## src/rtl/gate_seq_pkg.sv

```systemverilog
// Shared state encoding and default widths for the gate delay sequencer.
package gate_seq_pkg;

  localparam int CNT_W_DEF   = 8;
  localparam int TIMEOUT_DEF = 200;
  localparam int SETTLE_DEF  = 4;

  typedef enum logic [2:0] {
    ST_IDLE   = 3'd0,
    ST_APPLY  = 3'd1,
    ST_WAIT   = 3'd2,
    ST_SETTLE = 3'd3,
    ST_DONE   = 3'd4
  } seq_state_t;

endpackage

```

## src/rtl/sync_2ff.sv

```systemverilog
// Two-flop synchronizer for a single asynchronous bit, with a selectable reset value.
module sync_2ff #(
  parameter logic RST_VAL = 1'b0
) (
  input  logic clk,
  input  logic rst_n,
  input  logic d,
  output logic q
);

  logic meta;

  always_ff @(posedge clk or negedge rst_n) begin
    if (!rst_n) begin
      meta <= RST_VAL;
      q    <= RST_VAL;
    end else begin
      meta <= d;
      q    <= meta;
    end
  end

endmodule

```

## src/rtl/gate_delay_sequencer.sv

```systemverilog
// Applies one vector to a 2-input gate under test, counts clocks until its synced
// output matches the expected value, then watches that output for glitches.
module gate_delay_sequencer
  import gate_seq_pkg::*;
#(
  parameter int CNT_W   = CNT_W_DEF,
  parameter int TIMEOUT = TIMEOUT_DEF,
  parameter int SETTLE  = SETTLE_DEF
) (
  input  logic             clk,
  input  logic             rst_n,
  input  logic             start,
  input  logic             vec_a,
  input  logic             vec_b,
  input  logic             expect_y,
  input  logic             gut_y,
  output logic             drive_a,
  output logic             drive_b,
  output logic             busy,
  output logic             done,
  output logic             timeout,
  output logic             glitch,
  output logic [CNT_W-1:0] delay_cnt
);

  localparam logic [CNT_W-1:0] TIMEOUT_C   = CNT_W'(TIMEOUT);
  localparam logic [CNT_W-1:0] SETTLE_LAST = CNT_W'(SETTLE - 1);
  localparam logic [CNT_W-1:0] CNT_MAX     = '1;

  seq_state_t       state;
  logic [CNT_W-1:0] cnt;
  logic [CNT_W-1:0] cnt_inc;
  logic             lat_a;
  logic             lat_b;
  logic             lat_exp;
  logic             y_s;

  // The idle NAND output is 1, so the synchronizer resets to 1 to avoid a false edge.
  sync_2ff #(.RST_VAL(1'b1)) u_sync_y (
    .clk   (clk),
    .rst_n (rst_n),
    .d     (gut_y),
    .q     (y_s)
  );

  assign cnt_inc = (cnt == CNT_MAX) ? cnt : cnt + CNT_W'(1);

  always_ff @(posedge clk or negedge rst_n) begin
    if (!rst_n) begin
      state     <= ST_IDLE;
      cnt       <= '0;
      lat_a     <= 1'b0;
      lat_b     <= 1'b0;
      lat_exp   <= 1'b0;
      drive_a   <= 1'b0;
      drive_b   <= 1'b0;
      busy      <= 1'b0;
      done      <= 1'b0;
      timeout   <= 1'b0;
      glitch    <= 1'b0;
      delay_cnt <= '0;
    end else begin
      done <= 1'b0;
      case (state)
        ST_IDLE: begin
          if (start) begin
            lat_a     <= vec_a;
            lat_b     <= vec_b;
            lat_exp   <= expect_y;
            timeout   <= 1'b0;
            glitch    <= 1'b0;
            delay_cnt <= '0;
            cnt       <= '0;
            busy      <= 1'b1;
            state     <= ST_APPLY;
          end
        end
        ST_APPLY: begin
          drive_a <= lat_a;
          drive_b <= lat_b;
          cnt     <= '0;
          state   <= ST_WAIT;
        end
        ST_WAIT: begin
          if (y_s == lat_exp) begin
            delay_cnt <= cnt;
            cnt       <= '0;
            state     <= ST_SETTLE;
          end else begin
            cnt <= cnt_inc;
            if (cnt_inc == TIMEOUT_C) begin
              timeout   <= 1'b1;
              delay_cnt <= TIMEOUT_C;
              busy      <= 1'b0;
              done      <= 1'b1;
              state     <= ST_DONE;
            end
          end
        end
        // The full settle window always runs so every measurement takes a fixed tail.
        ST_SETTLE: begin
          if (y_s != lat_exp) begin
            glitch <= 1'b1;
          end
          if (cnt == SETTLE_LAST) begin
            busy  <= 1'b0;
            done  <= 1'b1;
            state <= ST_DONE;
          end else begin
            cnt <= cnt_inc;
          end
        end
        ST_DONE: begin
          state <= ST_IDLE;
        end
        default: begin
          state <= ST_IDLE;
        end
      endcase
    end
  end

endmodule
```

## config.mk

```make
export PLATFORM = sky130hd
export DESIGN_NAME = gate_delay_sequencer
export DESIGN_NICKNAME = d
export VERILOG_FILES = /design/src/rtl/gate_seq_pkg.sv /design/src/rtl/sync_2ff.sv /design/src/rtl/gate_delay_sequencer.sv
export SDC_FILE = /design/constraint.sdc
export NUM_CORES = 1
export LEC_CHECK = 0
export ABC_AREA = 1
export CORE_MARGIN = 3
export CORE_UTILIZATION = 30
export DETAILED_ROUTE_END_ITERATION = 10
export GPL_ROUTABILITY_DRIVEN = 0
export SYNTH_ARGS = -nofsm -noshare
export SYNTH_HDL_FRONTEND = slang
export SYNTH_SLANG_ARGS = --single-unit
```

## constraint.sdc

```tcl
create_clock -name clk -period 4.8 [get_ports clk]
set_clock_uncertainty 0.1 [all_clocks]
set_input_delay 0.96 -clock clk [delete_from_list [all_inputs] [get_ports clk]]
set_output_delay 0.96 -clock clk [all_outputs]
set_load 0.02 [all_outputs]
```

Yosys cells after proc, flatten, opt, wreduce, memory -nomap -nowiden
Cells that the tools add are included.
{"block": "totals", "out_inout_bits": 14, "in_bits": 7, "register_bits": 30, "elab_cells": 70}
{"block": "classes", "eq_ne": 15, "muxes": 28, "add_sub_neg": 1, "reduce_logical": 12}
{"operator": "8-bit 2-to-1 mux", "n": 6}
{"operator": "8-bit one-hot mux with 4 select lines", "n": 1}
{"operator": "8-bit == test (second input constant)", "n": 2}
{"operator": "8-bit one-hot mux with 2 select lines", "n": 1}
{"operator": "3-bit 2-to-1 mux", "n": 4}
{"operator": "2-bit inequality test (second input constant)", "n": 6}
{"operator": "3-bit one-hot mux with 4 select lines", "n": 1}
{"operator": "3-bit AND reduction", "n": 4}
{"operator": "1-bit 2-to-1 mux", "n": 11}
{"operator": "8-bit by 1-bit adder with 8-bit output (second input constant)", "n": 1}
{"operator": "8-bit by 2-bit == test with 1-bit output (second input constant)", "n": 1}
{"operator": "3-bit by 2-bit == test with 1-bit output (second input constant)", "n": 2}
{"operator": "1-bit one-hot mux with 2 select lines", "n": 3}
{"operator": "5-bit AND reduction", "n": 1}
{"operator": "4-bit AND reduction", "n": 1}
{"operator": "2-bit nonzero test", "n": 2}
{"operator": "4-bit nonzero test", "n": 1}
{"operator": "3-bit by 1-bit == test with 1-bit output (second input constant)", "n": 1}
{"operator": "3-bit logical NOT", "n": 1}
{"operator": "3-bit inequality test (second input constant)", "n": 1}
{"operator": "1-bit one-hot mux with 3 select lines", "n": 1}
{"operator": "3-bit nonzero test", "n": 1}
{"operator": "2-bit AND reduction", "n": 1}
{"operator": "1-bit == test", "n": 1}
{"operator": "1-bit inequality test", "n": 1}

Longest topological paths before layout
Gate-level depths: netlist of the first run.
{"block": "logic_depth", "ltp_word": 6, "mapped_depth": 14, "depth_no_buf": 13}

Hierarchy
A second synthesis of the first run with hierarchy kept.
{"block": "hier_totals", "cells_unflattened": 180, "hier_area_um2": 1520.2}
{"module": "gate_delay_sequencer", "n_inst": 1, "cells_each": 178, "area_per_inst_um2": 1467.7}
{"module": "sync_2ff", "n_inst": 1, "cells_each": 2, "area_per_inst_um2": 52.6}

Worst setup path after synthesis of the first run
No wires, ideal clock.
{"block": "synth_timing", "path_kind": "input to register", "from": "in start", "to": "reg cnt[0]", "path_stages": 5, "arrival_ps": 1710, "setup_slack_ps": 2846, "n_path_buf": 0, "path_cell_list": "nor2_1 nor2_1 a21boi_2 o21ai_1 o22ai_1"}
{"block": "synth_between", "elab_chain_len": 2}
{"element": "start, declared", "line_no": "gate_delay_sequencer.sv:12", "rtl": "input logic start,"}
{"element": "2-bit inequality test (no line)"}
{"element": "3-bit AND reduction (no line)"}
{"element": "end signal, assigned", "line_no": "gate_delay_sequencer.sv:90", "rtl": "cnt <= cnt_inc;"}
{"element": "end signal, assigned", "line_no": "gate_delay_sequencer.sv:110", "rtl": "cnt <= cnt_inc;"}
{"element": "end, declared", "line_no": "gate_delay_sequencer.sv:31", "rtl": "logic [CNT_W-1:0] cnt;"}
Every way passes these cells.
A chain may end at the register's enable or synchronous reset.

Worst setup path after layout of the first run
Ends and elaborated chain as after synthesis.

==> run summary, run 1 <==
status: finished clean
Overflow after GRT: 0
clock slew seen by the registers of the worst setup and hold paths: 0.06 ns
Rel. slew slack: 63.7%
RR Startpoint: cnt[0]$_DFFE_PN0P_
Setup violations, final: 0
placed cell area: 1780 um^2
Gate Count Post-Synth: 180
Num CTS Buffers: 5
max incr delay on CP: 0.48 ns
Layout area overhead: 24.8%
Clock Root Buffer: clkbuf_8
Max H-tree Level: 2
fin area: 1870 um^2
XOR/XNOR share of the synthesized area: 2.34%
Starting Density: 31.3%
minimum clock period after layout: 2.42 ns
Worst EP arrival: 2.52 ns
largest net degree at the start of global routing: 31
Hold Fails Final Rpt: 0
die height: 76.7 um
fin nets: 215
sequential standard cell area: 753 um^2
sequential fraction of the synthesis area: 50.3%
Leak Pwr: 0.835 nW
full die area: 5880 um^2
post-synthesis register bit count: 30
flop2flop setup slack: 2.70 ns
CP cell instances: clkdlybuf4s50_1 -> nor2_1 -> nor2_1 -> a21boi_2 -> o21ai_1 -> o22ai_1
actual slew at the worst max-slew pin: 0.541 ns
port buffer count: 20
CTS resizes: 0
Synth warnings: 0
row cnt: 25
Buf+Inv Stages, Crit Path: 1
CTS tree: built
total number of vias: 1242
crit share post-route: 50.5%
Bufs on Longest Clock Path: 2
critical path startpoint category: input port
Post-Syn Area per Cell: 8.32 um^2
Crit path top cell by count: nor2_1
Compound-Gate Fraction of Synth Area: 11.8%
CP top delay family: compound AO/OA/AOI/OAI gates
Initial DRT Pass Iterations: 4
Post-DP HPWL: 2.38 mm
first-pass GRT wire length: 5.54 mm
worst skew pair latency: 0.28 ns
RSZ-0062 raised after global routing: no
Max Slew Vio Count: 0
area of the core: 4790 um^2
hold_sp: u_sync_y.meta$_DFF_PN1_
Critical Path Slowest Stage Cell: clkdlybuf4s50_1
TNS Setup: 0 ns
Setup crit end kind: flip-flop
final total power: 0.948 mW
final wirelength: 3.14 mm
number of global-route vias before repair: 1235
Hold Buf Count CTS: 0
Worst Hold Depth: 0
Power Density: 507 nW/um^2
antenna-violating nets left: 0
f_max: 413 MHz
Min-Delay Path Class: reg -> reg
Setup Buffers After CTS: 0
initial antenna violation count: 0
Post-Syn Nets: 188
num ports: 21
largest family of logic cells by synthesized area: simple AND/OR/NAND/NOR gates
n_diodes: 0
drt drc: 0
Peak VDD IR: 0.000154 V
Synth Area in Adders: 0.835%
WHS Endpoint: u_sync_y.q$_DFF_PN1_
unique cell type count in the Yosys netlist: 26
share of layout cells above drive strength 1: 13.5%
Die X: 76.7 um
simple-gate share of the synthesized area: 25.5%
CTS sink count: 30
mux cell area share after synthesis: 2.26%
DRT iter0 DRCs: 72
multi-input combinational cell area: 639 um^2
crit path max fanout: 9
GR Util All Layers: 11.8%
Post-Syn Area: 1500 um^2
Avg Vias per Cell: 4.52
FF-to-FF End: delay_cnt[0]$_DFFE_PN0P_
Worst Path Required: 4.90 ns
Reg2Reg Depth: 13
fill count: 476
Max-Cap Viols: 0
critical path type: in -> reg
DR WL/cell: 11.4 um
[logic make-up (layout without fill, tap and decap cells)]
group                      Yosys count  count (layout)
and+or+nand+nor                     87              87
xor gates and xnor gates             4               4
muxes                                3               3
AOI/OAI and AO/OA                   29              29
DFF                                 30              30
adders and majority gates            1               1
buffers and inverters               26              54
[placed cells by master, fill, tap and decap left out, types with 2 or more instances in the layout]
master / n
clkbuf_8: 6
clkdlybuf4s50_1: 20
dfrtp_1: 28
dfstp_2: 2
inv_1: 23
mux2_2: 3
nand2_1: 44
nand2_2: 5
nand3_1: 13
nand4_1: 3
nor2_1: 16
nor2_2: 3
o21ai_0: 13
o21ai_1: 2
o21ai_2: 3
o22ai_1: 8
xnor2_1: 2
xor2_1: 2
[power by group]
| group | switching [mW] | total, mW | internal, mW |
|---|---|---|---|
| clock network | 0.0916 | 0.207 | 0.115 |
| logic | 0.239 | 0.388 | 0.149 |
| registers | 0.0371 | 0.353 | 0.316 |
| total | 0.368 | 0.948 | 0.580 |
[worst max path at each step]
stage                     cells past startpoint            endpoint  start
after detailed placement                      6  cnt[4]$_DFFE_PN0P_  start
after global routing                          6  cnt[6]$_DFFE_PN0P_  start
after floorplan                               5  cnt[0]$_DFFE_PN0P_  start
final                                         6  cnt[0]$_DFFE_PN0P_  start
after CTS                                     6  cnt[7]$_DFFE_PN0P_  start
after global placement                        6  cnt[6]$_DFFE_PN0P_  start
[flip-flops by register name (all words and copies together), names as in the netlist]
register and count:
lat_exp 1, cnt 8, lat_b 1, timeout 1
u_sync_y.meta 1, u_sync_y.q 1, lat_a 1, drive_b 1
glitch 1, busy 1, done 1, state 3
delay_cnt 8, drive_a 1
[through the flow]
step / utilization, % / std cells / hold slack [ns] / setup slack [ns]
CTS: 39.1 / 275 / 0.257 / 2.37
floorplan: - / 180 / 0.245 / 2.85
detailed placement: 37.2 / 267 / 0.248 / 2.10
finish: 39.1 / 275 / 0.256 / 2.38
global route: 39.1 / 275 / 0.259 / 2.20
global placement: 37.2 / 267 / 0.246 / 2.14
[synthesized netlist by cell type]
library cell,n,area share (%)
a21boi_2,1,0.75
a21oi_1,1,0.33
a21oi_2,1,0.58
and2_1,1,0.42
buf_6,1,0.75
clkinv_1,1,0.25
dfrtp_1,28,47
dfstp_2,2,3.5
ha_1,1,0.84
inv_1,23,5.8
inv_2,1,0.25
mux2_2,3,2.3
nand2_1,44,11
nand2_2,5,2.1
nand3_1,13,4.3
nand4_1,3,1.3
nor2_1,16,4.0
nor2_2,3,1.3
nor2_4,1,0.75
nor3_1,1,0.33
o21ai_0,13,4.3
o21ai_1,2,0.67
o21ai_2,3,1.8
o22ai_1,8,3.3
xnor2_1,2,1.2
xor2_1,2,1.2
[cell type report]
type / count / share of cell area (%)
clock inverter: 1 / 0.268
clock buffer: 7 / 4.62
sequential: 30 / 40.3
timing repair buffer: 21 / 11.1
inverter: 25 / 5.02
multi-input combinational: 124 / 34.2
tap: 67 / 4.48
[routing by layer]
metal	up-vias	global-route usage (%)	wire, um
met1	568	15.3	1480
met2	34	18.6	1450
met5	-	0	0
met3	6	2.82	135
met4	0	5.43	69
li1	634	-	-
[worst reg2reg max path: stages (launching register included)]
cell and delay [ns]:
dfrtp_1 0.41, ha_1 0.28, nand2_2 0.13, nor2_4 0.04
nand2_2 0.12, nand2_1 0.06, nand2_1 0.07, nand3_1 0.11
nor2_2 0.14, nand2_2 0.08, nand2_2 0.09, nand2_2 0.16
nand2_1 0.11, o21ai_0 0.07
Note: power is estimated with default switching activity, not from simulation.
==> run 2: changes to the inputs <==
clock period = 2.4 ns   (was 4.8 ns; I/O delays follow)
==> run summary, run 2 (synthesis gave the netlist of run 1 again) <==
status: finished clean
final wirelength: 3.26 mm
share of layout cells above drive strength 1: 13.4%
Clock Root Buffer: clkbuf_8
Hold Buf Count CTS: 0
Setup crit end kind: flip-flop
Setup violations, final: 0
combinational share of power: 41.7%
Cell Int Power: 1.17 mW
Min-Delay Path Class: reg -> reg
Starting Density: 31.3%
critical path startpoint category: flip-flop
total number of vias: 1264
die height: 76.7 um
f_max: 485 MHz
placed cell area: 1790 um^2
Bufs on Longest Clock Path: 2
total placed cells including tap cells: 268
fill count: 496
CP cell instances: ha_1 -> nand2_2 -> nor2_4 -> nand2_2 -> nand2_1 -> nand2_1 -> nand3_1 -> nor2_2 -> nand2_2 -> nand2_2 -> nand2_2 -> nand2_1 -> o21ai_0
Critical Path Slowest Stage Cell: dfrtp_1
DRT iter0 DRCs: 80
critical path type: reg -> reg
Max Slew Vio Count: 0
actual slew at the worst max-slew pin: 0.623 ns
Peak VDD IR: 0.000325 V
final worst slack: 0.340 ns
first-pass GRT wire length: 5.67 mm
Worst Path Required: 2.46 ns
most frequent cells in the layout: nand2_1, dfrtp_1, inv_1, clkdlybuf4s50_1, nor2_1
Sw Ratio: 39.4%
max incr delay on CP: 0.41 ns
initial antenna violation count: 0
largest net degree at the start of global routing: 31
CTS resizes: 0
full die area: 5880 um^2
Initial DRT Pass Iterations: 4
port buffer count: 20
DR WL/cell: 11.8 um
Worst EP arrival: 2.12 ns
n_diodes: 0
minimum clock period after layout: 2.06 ns
Post-DP HPWL: 2.40 mm
Overflow after GRT: 0
commonest non-fill, non-tap cell in the layout: nand2_1
crit share post-route: 85.8%
number of global-route vias before repair: 1221
sequential share of power: 36.6%
area of the core: 4790 um^2
final core occ: 39.2%
num ports: 21
final total power: 1.93 mW
RSZ-0062 raised after global routing: no
TNS Setup: 0 ns
NetSw: 0.761 mW
Max-Cap Viols: 0
fin area: 1880 um^2
Die X: 76.7 um
CTS tree: built
Regs by FF count: cnt: 8 flops, delay_cnt: 8 flops, state: 3 flops
drt drc: 0
fin nets: 216
Post-Layout Cell Count: 276
Max H-tree Level: 2
worst skew pair latency: 0.29 ns
Power Density: 1030 nW/um^2
Crit path top cell by count: nand2_2
Layout area overhead: 25.2%
GR Util All Layers: 12.2%
clock network fraction of total power: 21.8%
antenna-violating nets left: 0
Fin Hold WS: 0.255 ns
Setup WS pre-CTS: 0.293 ns
Num CTS Buffers: 5
clock slew seen by the registers of the worst setup and hold paths: 0.06 ns
Setup Buffers After CTS: 0
Leak Pwr: 0.837 nW
crit path max fanout: 11
CTS sink count: 30
Avg Vias per Cell: 4.58
Hold Fails Final Rpt: 0
Rel. slew slack: 58.2%
row cnt: 25
[run 2: changes by cell type in the layout (fill, tap and decap cells not counted)]
| cell | change |
|---|---|
| buf_4 | +1 |
| clkinv_2 | -1 |
| clkbuf_1 | +1 |
[run 2: routing by layer]
metal	GRT usage [%]	wire [um]
met4	6.88	72
met1	16.1	1600
met5	0	0
met2	18.4	1480
met3	2.58	112
[run 2: critical path, delay by kind of cell, from the launching register on]
| family | cells | cell delay (ns) |
|---|---|---|
| simple gates | 11 | 1.09 |
| flops | 1 | 0.41 |
| compound gates | 1 | 0.07 |
| fa+ha+maj | 1 | 0.27 |
[run 2: path summary, 6_finish.rpt]
check	from	endpoint	slack, ns	cells past startpoint
max in group asynchronous	rst_n	u_sync_y.meta$_DFF_PN1_	1.40	2
hold reg to reg	u_sync_y.meta$_DFF_PN1_	u_sync_y.q$_DFF_PN1_	0.25	0
setup / recovery	cnt[0]$_DFFE_PN0P_	delay_cnt[2]$_DFFE_PN0P_	0.34	13
hold / removal	u_sync_y.meta$_DFF_PN1_	u_sync_y.q$_DFF_PN1_	0.25	0
setup reg to reg	cnt[0]$_DFFE_PN0P_	delay_cnt[2]$_DFFE_PN0P_	0.34	13
min in group asynchronous	rst_n	drive_a$_DFFE_PN0N_	0.48	2
[run 2: cell type report]
type	instances	area, um^2	area share [%]
Clock buffer	8	90.1	4.80
Inverter	25	93.8	5.00
Multi-Input combinational cell	124	639	34.1
Sequential cell	30	753	40.2
Tap cell	67	83.8	4.47
Timing Repair Buffer	22	215	11.5
[run 2: power by group through the flow]
| stage | sequential [mW] | clock (mW) | combinational [mW] |
|---|---|---|---|
| detailed placement | 0.715 | 0 | 0.806 |
| global route | 0.723 | 0.448 | 0.915 |
| floorplan | 0.770 | 0 | 0.501 |
| global placement | 0.716 | 0 | 0.803 |
| CTS | 0.707 | 0.435 | 0.811 |
| finish | 0.706 | 0.420 | 0.805 |
